**config.mk**
```make
export PLATFORM = sky130hd
export DESIGN_NAME = ipf_lcu_feeder
export DESIGN_NICKNAME = d
export VERILOG_FILES = /design/src/rtl/ipf_lcu_feeder.sv
export SDC_FILE = /design/constraint.sdc
export NUM_CORES = 1
export LEC_CHECK = 0
export ABC_AREA = 1
export CORE_ASPECT_RATIO = 0.8
export CORE_MARGIN = 2
export CORE_UTILIZATION = 35
export CTS_CLUSTER_SIZE = 12
export DETAILED_ROUTE_END_ITERATION = 7
export MAX_ROUTING_LAYER = met4
export SLEW_MARGIN = 15
export SYNTH_ARGS = -nofsm -noshare
export SYNTH_HDL_FRONTEND = slang
export SYNTH_SLANG_ARGS = --single-unit
export TNS_END_PERCENT = 5
```
**constraint.sdc**
```tcl
create_clock -name clk -period 2.1 [get_ports clk]
set_clock_uncertainty 0.05 [all_clocks]
set_input_delay 0.42 -clock clk [delete_from_list [all_inputs] [get_ports clk]]
set_output_delay 0.42 -clock clk [all_outputs]
set_load 0.1 [all_outputs]
```
**src/rtl/ipf_lcu_feeder.sv**
```systemverilog
// Upstream feeder for the IPF filter: walks a 128x128 frame in LCU order, fetches
// per-LCU parameters and streams pixels through a two-entry (output + skid) buffer.
module ipf_lcu_feeder #(
  parameter int IMG_W  = 128,
  parameter int ADDR_W = 14
) (
  input  logic              clk,
  input  logic              reset,
  input  logic              start,
  input  logic [1:0]        cfg_lcu_size,
  output logic              img_rd,
  output logic [ADDR_W-1:0] img_addr,
  input  logic [7:0]        img_data,
  output logic              par_rd,
  output logic [5:0]        par_addr,
  input  logic [23:0]       par_data,
  input  logic              busy,
  output logic              in_en,
  output logic [7:0]        din,
  output logic [1:0]        ipf_type,
  output logic [4:0]        ipf_band_pos,
  output logic              ipf_wo_class,
  output logic [15:0]       ipf_offset,
  output logic [2:0]        lcu_x,
  output logic [2:0]        lcu_y,
  output logic [1:0]        lcu_size,
  output logic              done
);

  localparam int COORD_W = $clog2(IMG_W);

  typedef enum logic [2:0] {
    S_IDLE, S_PARAM, S_PWAIT, S_STREAM, S_DRAIN, S_DONE
  } state_t;

  state_t       state;
  logic [2:0]   nx, ny;          // LCU being fetched/streamed
  logic [5:0]   r, c;            // next pixel to read inside the LCU
  logic [5:0]   smax;
  logic [2:0]   nmax;
  logic [2:0]   shamt;
  logic [COORD_W-1:0] row, col;
  logic         rd_q;            // a read issued last cycle returns data now
  logic         skid_v;
  logic [7:0]   skid_d;
  logic         acc;
  logic         last_acc;
  logic [1:0]   occ;

  always_comb begin
    smax = 6'd63;
    nmax = 3'd1;
    case (lcu_size)
      2'd0: begin smax = 6'd15; nmax = 3'd7; end
      2'd1: begin smax = 6'd31; nmax = 3'd3; end
      default: ;
    endcase
  end

  assign shamt    = 3'd4 + {1'b0, lcu_size};
  assign row      = (COORD_W'(ny) << shamt) + COORD_W'(r);
  assign col      = (COORD_W'(nx) << shamt) + COORD_W'(c);
  assign img_addr = {row, col};
  assign par_addr = ({3'b000, ny} << (2'd3 - lcu_size)) | {3'b000, nx};

  assign acc      = in_en & ~busy;
  // Pixels held plus the one landing now, minus the one leaving: room for one more read?
  assign occ      = {1'b0, in_en} + {1'b0, skid_v} + {1'b0, rd_q} - {1'b0, acc};
  assign img_rd   = (state == S_STREAM) && (occ < 2'd2);
  // Only the final pixel of an LCU leaves with nothing behind it once reads have stopped.
  assign last_acc = acc && !skid_v && !rd_q;

  // NOTE: sequential state uses non-blocking assignments and the reset is sampled on the clock edge.
  always_ff @(posedge clk) begin
    if (!reset) begin
      state        <= S_IDLE;
      nx           <= '0;
      ny           <= '0;
      r            <= '0;
      c            <= '0;
      lcu_size     <= '0;
      par_rd       <= 1'b0;
      done         <= 1'b0;
      ipf_type     <= '0;
      ipf_band_pos <= '0;
      ipf_wo_class <= 1'b0;
      ipf_offset   <= '0;
      lcu_x        <= '0;
      lcu_y        <= '0;
    end else begin
      par_rd <= 1'b0;
      done   <= 1'b0;
      case (state)
        S_IDLE: begin
          if (start) begin
            lcu_size <= (cfg_lcu_size == 2'd3) ? 2'd2 : cfg_lcu_size;
            nx       <= '0;
            ny       <= '0;
            r        <= '0;
            c        <= '0;
            lcu_x    <= '0;
            lcu_y    <= '0;
            par_rd   <= 1'b1;
            state    <= S_PARAM;
          end
        end
        S_PARAM: state <= S_PWAIT;
        S_PWAIT: begin
          ipf_type     <= par_data[23:22];
          ipf_band_pos <= par_data[21:17];
          ipf_wo_class <= par_data[16];
          ipf_offset   <= par_data[15:0];
          lcu_x        <= nx;
          lcu_y        <= ny;
          state        <= S_STREAM;
        end
        S_STREAM: begin
          if (img_rd) begin
            if (c == smax) begin
              c <= '0;
              if (r == smax) begin
                r     <= '0;
                state <= S_DRAIN;
              end else begin
                r <= r + 6'd1;
              end
            end else begin
              c <= c + 6'd1;
            end
          end
        end
        S_DRAIN: begin
          if (last_acc) begin
            if (nx == nmax) begin
              nx <= '0;
              if (ny == nmax) begin
                done  <= 1'b1;
                state <= S_DONE;
              end else begin
                ny     <= ny + 3'd1;
                par_rd <= 1'b1;
                state  <= S_PARAM;
              end
            end else begin
              nx     <= nx + 3'd1;
              par_rd <= 1'b1;
              state  <= S_PARAM;
            end
          end
        end
        S_DONE:  state <= S_IDLE;
        default: state <= S_IDLE;
      endcase
    end
  end

  // Output register plus skid entry; the skid is always older than returning data.
  always_ff @(posedge clk) begin
    if (!reset) begin
      rd_q   <= 1'b0;
      in_en  <= 1'b0;
      din    <= '0;
      skid_v <= 1'b0;
      skid_d <= '0;
    end else begin
      rd_q <= img_rd;
      if (!in_en || !busy) begin
        if (skid_v) begin
          din    <= skid_d;
          in_en  <= 1'b1;
          skid_v <= rd_q;
          skid_d <= img_data;
        end else if (rd_q) begin
          din   <= img_data;
          in_en <= 1'b1;
        end else begin
          in_en <= 1'b0;
        end
      end else if (rd_q) begin
        skid_v <= 1'b1;
        skid_d <= img_data;
      end
    end
  end

endmodule
```
* After elaboration in Yosys (flattened, before gate mapping)
Index checks and enable logic that the tools add are counted.
** Storage, ports and cells
- Bits of input ports :: 38
- Register bits :: 74
- Output and inout port bits :: 64
** Operators by class
- Reductions and logical operators :: 25
- Bitwise gates (word level) :: 3
- Mux-type cells :: 44
- Equal/unequal tests :: 18
- Shifts and indexed selects :: 3
- $add $sub $neg :: 11
- $lt $le $gt $ge :: 1
** Operators with widths (count)
- 3-bit 2-to-1 mux :: 13
- 6-bit 2-to-1 mux :: 6
- 6-bit case mux with 2 select lines :: 3
- 8-bit 2-to-1 mux :: 4
- 3-bit case mux with 2 select lines :: 5
- 3-bit case mux with 5 select lines :: 1
- 7-bit by 6-bit adder with 7-bit output :: 2
- 3-bit by 3-bit left shift with 7-bit output :: 2
- 6-bit by 1-bit adder with 6-bit output (second input constant) :: 2
- 6-bit == test :: 2
- 2-bit inequality test (second input constant) :: 6
- 1-bit 2-to-1 mux :: 10
- 5-bit AND reduction :: 2
- 2-bit nonzero test :: 5
- 2-bit AND reduction :: 4
- 4-bit AND reduction :: 2
- 3-bit by 1-bit adder with 3-bit output (second input constant) :: 2
- 3-bit by 2-bit == test with 1-bit output (second input constant) :: 2
- 3-bit == test :: 2
- 6-bit by 3-bit OR with 6-bit output :: 1
- 3-bit AND reduction :: 2
- 3-bit by 2-bit left shift with 6-bit output :: 1
- 1-bit logical NOT :: 4
- 2-bit by 1-bit inequality test with 1-bit output (second input constant) :: 2
- 18 further kinds :: 20

* Longest topological paths before layout
Gate-level depths: netlist (run 1).
- Depth after elaboration :: 7
- Mapped depth :: 15

* Least setup slack after synthesis (run 1)
Ideal clock, no wire load.
- Kind :: register -> output
- From :: reg lcu_size[0]
- To :: out img_addr[13]
- Arrival time :: 3.585 ns
- Path buffers :: 1
- Stages on the path, launching flop included :: 8
- Path slack :: -1.955 ns
- Cells stage by stage :: dfxtp_1 -> buf_4 -> inv_2 -> nand2_2 -> nor2_1 -> ha_1 -> fa_1 -> xnor2_1
** Between the ends
- Cells in the longest elaborated chain, start to end :: 3
** RTL lines
- start, declared :: line 26 : output logic [1:0] lcu_size,
- start signal, assigned :: line 96 : lcu_size <= (cfg_lcu_size == 2'd3) ? 2'd2 : cfg_lcu_size;
- 3-bit by 2-bit adder with 3-bit output :: line 60 : assign shamt = 3'd4 + {1'b0, lcu_size};
- 3-bit by 3-bit left shift with 7-bit output :: line 61 : assign row = (COORD_W'(ny) << shamt) + COORD_W'(r);
- 7-bit by 6-bit adder with 7-bit output :: line 61
- end, declared :: line 12 : output logic [ADDR_W-1:0] img_addr,
No other way between the ends.

* Worst setup path in the final report (run 1)
- From :: reg in_en
- To :: out img_rd
** Between the ends
- Cells in the longest elaborated chain, start to end :: 5
** RTL lines
- start, declared :: line 18 : output logic in_en,
- start signal, assigned :: line 161 : in_en <= 1'b0;
- start signal, assigned :: line 170 : in_en <= 1'b1;
- start signal, assigned :: line 175 : in_en <= 1'b1;
- 1-bit by 1-bit adder with 2-bit output :: line 68 : assign occ = {1'b0, in_en} + {1'b0, skid_v} + {1'b0, rd_q} - {1'b0, acc};
- 2-bit by 1-bit adder with 2-bit output :: line 68
- 2-bit by 1-bit subtractor with 2-bit output * :: line 68
- 2-bit < comparator * :: line 69 : assign img_rd = (state == S_STREAM) && (occ < 2'd2);
- 1-bit logical AND * :: line 69
- end, declared :: line 11 : output logic img_rd,
Every way passes the cells marked *; elsewhere a longest branch is shown, timed or not.

==> metrics.yaml, run 1 <==
outcome:
  status: "finished, violations left"
  violations: "negative setup slack"
grt:
  grt_usage_pct: 18.76
  grt_max_degree: 57
  grt_pass1_vias: 3489
  gr-total-overflow: 0
  antenna_found_initial: 0
  grt_pass1_wl_um: 16360
clock_network:
  cts_tree: "built"
  clockRootBuffer: "clkbuf_16"
  cts_buffers: 9
  clk_path_buf_depth: 2
  clkSlewWorstSetupHoldPaths_ns: 0.06
  clk_latency_ns: 0.34
  clock_sinks: 74
  ctsHoldBuffers: 0
  cts_max_level: 3
setup_path:
  crit_chain: "inv_4 > nor2_4 > ha_4 > inv_4 > ha_4 > nand2_4 > nand2_1 > nand2_1 > nand3_2 > nand2_2 > nor2_4 > buf_12"
  startpoint_type: "flip-flop"
  cp_slowest_stage_delay_ns: 0.35
  arrival_ns: 1.97
  cp.required_ns: 1.63
  cp-end-kind: "primary output"
  critical_path_buf_inv_count: 3
  path_class: "flip-flop to primary output"
  path_max_fanout: 2
  cpMaxStageDelayCell: "dfxtp_4"
  crit_family: "adder cells"
detailed_routing:
  drt_pre_antenna_iters: 4
  route.vias.total: 3655
  drt_wl_total_um: 9980
  wl_per_cell_um: 12.79
  postRouteAntennaNets: 0
  dr.first_iter.drc_count: 244
  vias_per_cell: 4.686
  drc_errors: 0
timing:
  finalWorstSetupSlack_ns: -0.3353
  post-route-period-util_pct: 116.0
  finalSetupTns_ns: -1.224
  maxSlewHeadroom_pct: 66.96
  period_minus_slack_ns: 2.435
  hold_viol: 0
  setup_violations: 5
  slew_violations: 0
  max_freq_mhz: 410.6
  rsz0062_at_grt: "yes"
  worst_slew_pin_slew_ns: 0.4934
layout:
  syn2layout_area_growth_pct: 50.19
  drive_gt1_share_pct: 26.25
  n_antenna_cell: 0
  final_common_cell: "nand2_1"
  design_area_um2: 5425
  final_cell_mix: "nand2_1 (100), buf_4 (86), nor2_1 (83)"
  finalNetCount: 683
floorplanning:
  core_um2: 10160
  io-pin-count: 102
  rows: 33
  die_w_um: 117.6
  start_util_pct: 35.56
  die_h_um: 94.87
  die_area_um2: 11150
placed_design:
  globalplace.congestion: 0.8987
  placed_area_um2: 5020
  post-place-ws_ns: -0.6056
  dpl.hpwl_um: 7172
  port_buffers: 101
synthesis:
  syn_inst: 515
  synth_area_um2: 3612
  ys_seq_elements: 74
  yosysUniqueCellTypes: 37
  mappedNetlistNets: 563
  avgSynthCellArea_um2: 7.014
  ys_warn_count: 0
  ys_seq_area_share_pct: 41.01
power:
  peakVddDrop_mv: 0.8813
  pwr_density_cell_nw_per_um2: 1354
  leakagePower_uw: 0.002352
worst_hold_path:
  worstHoldPathType: "flip-flop to flip-flop"
job:
  cap_violations: 0
## power breakdown
part           internal (uW)  leakage [uW]  switching [uW]  total [uW]
clock                    931      0.000151             634        1570
sequential              1650      0.000604             164        1810
combinational           1100       0.00160            2860        3970
## cell type report
class / instances / area, um2
clock buffer: 9 / 225.2
clock inverter: 7 / 76.32
fill: 971 / 4732
inverter: 51 / 202.7
multi-input combinational: 361 / 1936
sequential: 74 / 1495
tap: 140 / 175.2
timing repair buffer: 138 / 1315
## Yosys cell counts (all sizes together)
cell type,count,share of area [%]
nand2,110,12
nor2,92,10
dfxtp,74,41
o21ai,55,7.7
inv,49,5.1
nand3,31,4.6
a21oi,30,4.6
buf,16,3.0
clkbuf,13,1.4
a31oi,9,1.6
ha,8,2.8
a211oi,4,0.83
nor3,4,0.55
nand4,3,0.52
xnor2,3,0.73
and3,2,0.35
clkinv,2,0.21
fa,2,1.1
o211ai,2,0.42
a21boi,1,0.31
a22oi,1,0.21
and2,1,0.17
o31ai,1,0.21
or2,1,0.17
xor2,1,0.24
## what timing repair did
action	CTS	global route
setup endpoints to repair	23	23
buffers inserted	0	1
resized for setup	14	15
cloned	0	0
endpoints found under the hold margin	0	0
pin swaps	5	9
## worst paths after layout
check                                  to      start  depth (start not counted)  slack [ns]
worst min-delay path            skid_d[2]  skid_d[2]                          2        0.40
worst min register to register  skid_d[2]  skid_d[2]                          2        0.40
worst max-delay path               img_rd      in_en                         12       -0.34
worst max register to register       r[4]      in_en                         15        0.08
## tightest hold or removal path, cell delays in order, from the launching register on
cell and delay, ns:
dfxtp_1 0.31, inv_1 0.05, a21oi_1 0.05
## flip-flops by register name, summed over array words and instances, names as in the netlist, 5 cells and up
signal,count
c,6
din,8
ipf_band_pos,5
ipf_offset,16
r,6
skid_d,8
## per-stage QoR
stage | power [uW] | util, % | hold slack, ns | cells
after floorplan | 4672 | - | 0.3737 | 515
after global placement | 5692 | 49.42 | 0.3810 | 763
after detailed placement | 5730 | 49.42 | 0.3866 | 763
after CTS | 7347 | 52.75 | 0.3971 | 779
after global routing | 7715 | 53.41 | 0.4206 | 780
final | 7346 | 53.41 | 0.3955 | 780
## cells by family (layout without fill, tap and decap cells)
group / after synthesis / after routing / synth area share (%)
fa+ha+maj: 10 / 10 / 3.880
simple gates: 244 / 244 / 28.65
buf+inv: 80 / 205 / 9.664
flops: 74 / 74 / 41.01
xor+xnor: 4 / 4 / 0.9700
compound gates: 103 / 103 / 15.83
## layer usage
layer	vias up	share of wire [%]	GRT usage (%)
li1	1896	-	-
met1	1645	47	22.76
met2	109	44	29.58
met3	5	7.8	7.669
met4	0	0.61	4.016
met5	-	0	-
(Power assumes the default switching activity.)
==> run 2: changes to the inputs <==
--- a/config.mk
+++ b/config.mk
@@ -6,7 +6,7 @@
 export NUM_CORES = 1
 export LEC_CHECK = 0
 export ABC_AREA = 1
-export CORE_ASPECT_RATIO = 0.8
+export CORE_ASPECT_RATIO = 0.6
 export CORE_MARGIN = 2
 export CORE_UTILIZATION = 35
 export CTS_CLUSTER_SIZE = 12
==> metrics.yaml, run 2 (same netlist as run 1, synthesis figures left out) <==
outcome:
  status: "finished, violations left"
  violations: "negative setup slack"
floorplanning:
  die_h_um: 82.69
  rows: 28
  die_w_um: 135.2
  start_util_pct: 36.31
  io-pin-count: 102
  core_um2: 9950
  die_area_um2: 11180
layout:
  largest_register_ffs: 16
  utilization_pct: 54.92
  regMostFlops: "ipf_offset"
  fillerInstances: 917
  reg_top3: "ipf_offset x16, din x8, skid_d x8"
  final_cell_mix: "nand2_1 (98), buf_4 (84), nor2_1 (82)"
  layout.cells.non_filler: 774
  syn2layout_area_growth_pct: 51.26
  finalNetCount: 683
  final_common_cell: "nand2_1"
  design_area_um2: 5464
  n_antenna_cell: 0
  drive_gt1_share_pct: 26.92
grt:
  grt_pass1_vias: 3523
  grt_max_degree: 57
  antenna_found_initial: 0
  gr-total-overflow: 0
  grt_use_met3_pct: 6.471
  grt_most_used_layer: "met2"
  grt_pass1_wl_um: 16930
  grt_usage_pct: 19.94
  met1_usage_pct: 26.70
  met2_usage_pct: 28.88
worst_hold_path:
  hold_start: "skid_d[1]"
  min_to: "skid_d[1]"
  worstHoldPathType: "flip-flop to flip-flop"
  holdPathStages: 2
detailed_routing:
  vias_per_cell: 4.758
  drc_errors: 0
  wl_per_cell_um: 13.09
  route.vias.total: 3683
  dr.first_iter.drc_count: 174
  drt_wl_total_um: 10130
  postRouteAntennaNets: 0
  drt_pre_antenna_iters: 4
clock_network:
  clk_latency_ns: 0.33
  clock_sinks: 74
  cts_max_level: 3
  ctsHoldBuffers: 0
  clk_path_buf_depth: 2
  cts_buffers: 9
  cts_tree: "built"
  clkSlewWorstSetupHoldPaths_ns: 0.05
  clockRootBuffer: "clkbuf_16"
placed_design:
  port_buffers: 101
  dpl.hpwl_um: 7717
  dp.cells: 756
  post-place-ws_ns: -0.6658
  placed_area_um2: 4999
  globalplace.congestion: 0.8598
timing:
  hold_viol: 0
  finalWorstSetupSlack_ns: -0.3650
  max_freq_mhz: 405.7
  maxSlewHeadroom_pct: 70.46
  setup_violations: 13
  post-route-period-util_pct: 117.4
  worst_slew_pin_slew_ns: 0.4412
  rsz0062_at_grt: "yes"
  period_minus_slack_ns: 2.465
  slew_violations: 0
  fin_hold_ws_ns: 0.3926
power:
  peakVddDrop_mv: 0.9723
  pwr_density_cell_nw_per_um2: 1363
  leakagePower_uw: 0.002353
setup_path:
  arrival_ns: 1.99
  r2r_slack_ns: -0.05
  rr_startpoint: "in_en"
  path_max_fanout: 2
  cp.required_ns: 1.63
  path_class: "flip-flop to primary output"
  cpMaxStageDelayCell: "dfxtp_4"
  reg2reg_depth: 18
  startpoint_type: "flip-flop"
  crit_chain: "inv_4 > nor2_4 > ha_4 > inv_2 > ha_4 > nand2_4 > nand2_2 > nand2_2 > nand3_2 > nand2_2 > nor2_4 > buf_12"
  crit_path_frequent_cell: "nand2_2"
  cp_slowest_stage_delay_ns: 0.35
  reg2reg_to: "state[2]"
  cp-end-kind: "primary output"
job:
  cap_violations: 0
==> run 2: cell count changes in the layout (fill, tap and decap cells not counted), sizes merged <==
cell	delta
bufinv	+1
clkbuf	+1
clkdlybuf4s15	+1
clkinvlp	+1
dlygate4sd2	-1
inv	-4
==> run 2: through the flow <==
step,setup TNS (ns),power [uW]
detailed placement,-8.335,5719
CTS,-1.372,7438
floorplan,-6.780,4672
global route,-3.020,7849
finish,-1.362,7448
global placement,-8.033,5674
==> run 2: what timing repair did <==
action | CTS | global route
cloned | 0 | 0
endpoints found under the setup margin | 22 | 22
setup buffers | 2 | 1
pin swaps | 6 | 11
gates resized for setup | 19 | 21
hold endpoints to repair | 0 | 0
==> run 2: final cells by class <==
type / instances / area [um2] / area share (%)
multi-input cells: 361 / 1951 / 35.70
flip-flops and latches: 74 / 1494 / 27.34
repair buffers: 138 / 1324 / 24.23
clock buffers: 10 / 239.0 / 4.374
inverters: 51 / 209.0 / 3.824
well taps: 135 / 168.9 / 3.091
clock inverters: 5 / 78.83 / 1.443
==> run 2: how the worst max path moves through the flow <==
stage	start	to	slack [ns]	depth (start not counted)
2_1_floorplan	lcu_size[0]	par_addr[2]	-0.63	3
4_1_cts	in_en	img_rd	-0.39	12
3_3_place_gp	busy	img_rd	-0.66	11
3_5_place_dp	busy	img_rd	-0.67	11
5_1_grt	in_en	img_rd	-0.44	12
6_report	in_en	img_rd	-0.36	12
==> run 2: power by group <==
| part | internal (uW) | leakage [uW] | switching (uW) | total [uW] |
|---|---|---|---|---|
| Clock | 1060 | 0.000158 | 571 | 1630 |
| Sequential | 1650 | 0.000604 | 153 | 1800 |
| Combinational | 1120 | 0.00159 | 2900 | 4010 |
| Total | 3830 | 0.00235 | 3620 | 7450 |
==> run 2: metal layers <==
layer	up-vias	wire (um)
li1	1894	-
met3	11	838
met2	131	4036
met1	1647	5148
met5	-	0
met4	0	105
==> run 2: critical path, delay by kind of cell (launching register included) <==
family	cells	cell delay, ns
and+or+nand+nor	7	0.52
adders and majority gates	2	0.52
DFF	1	0.35
buffers and inverters	3	0.28
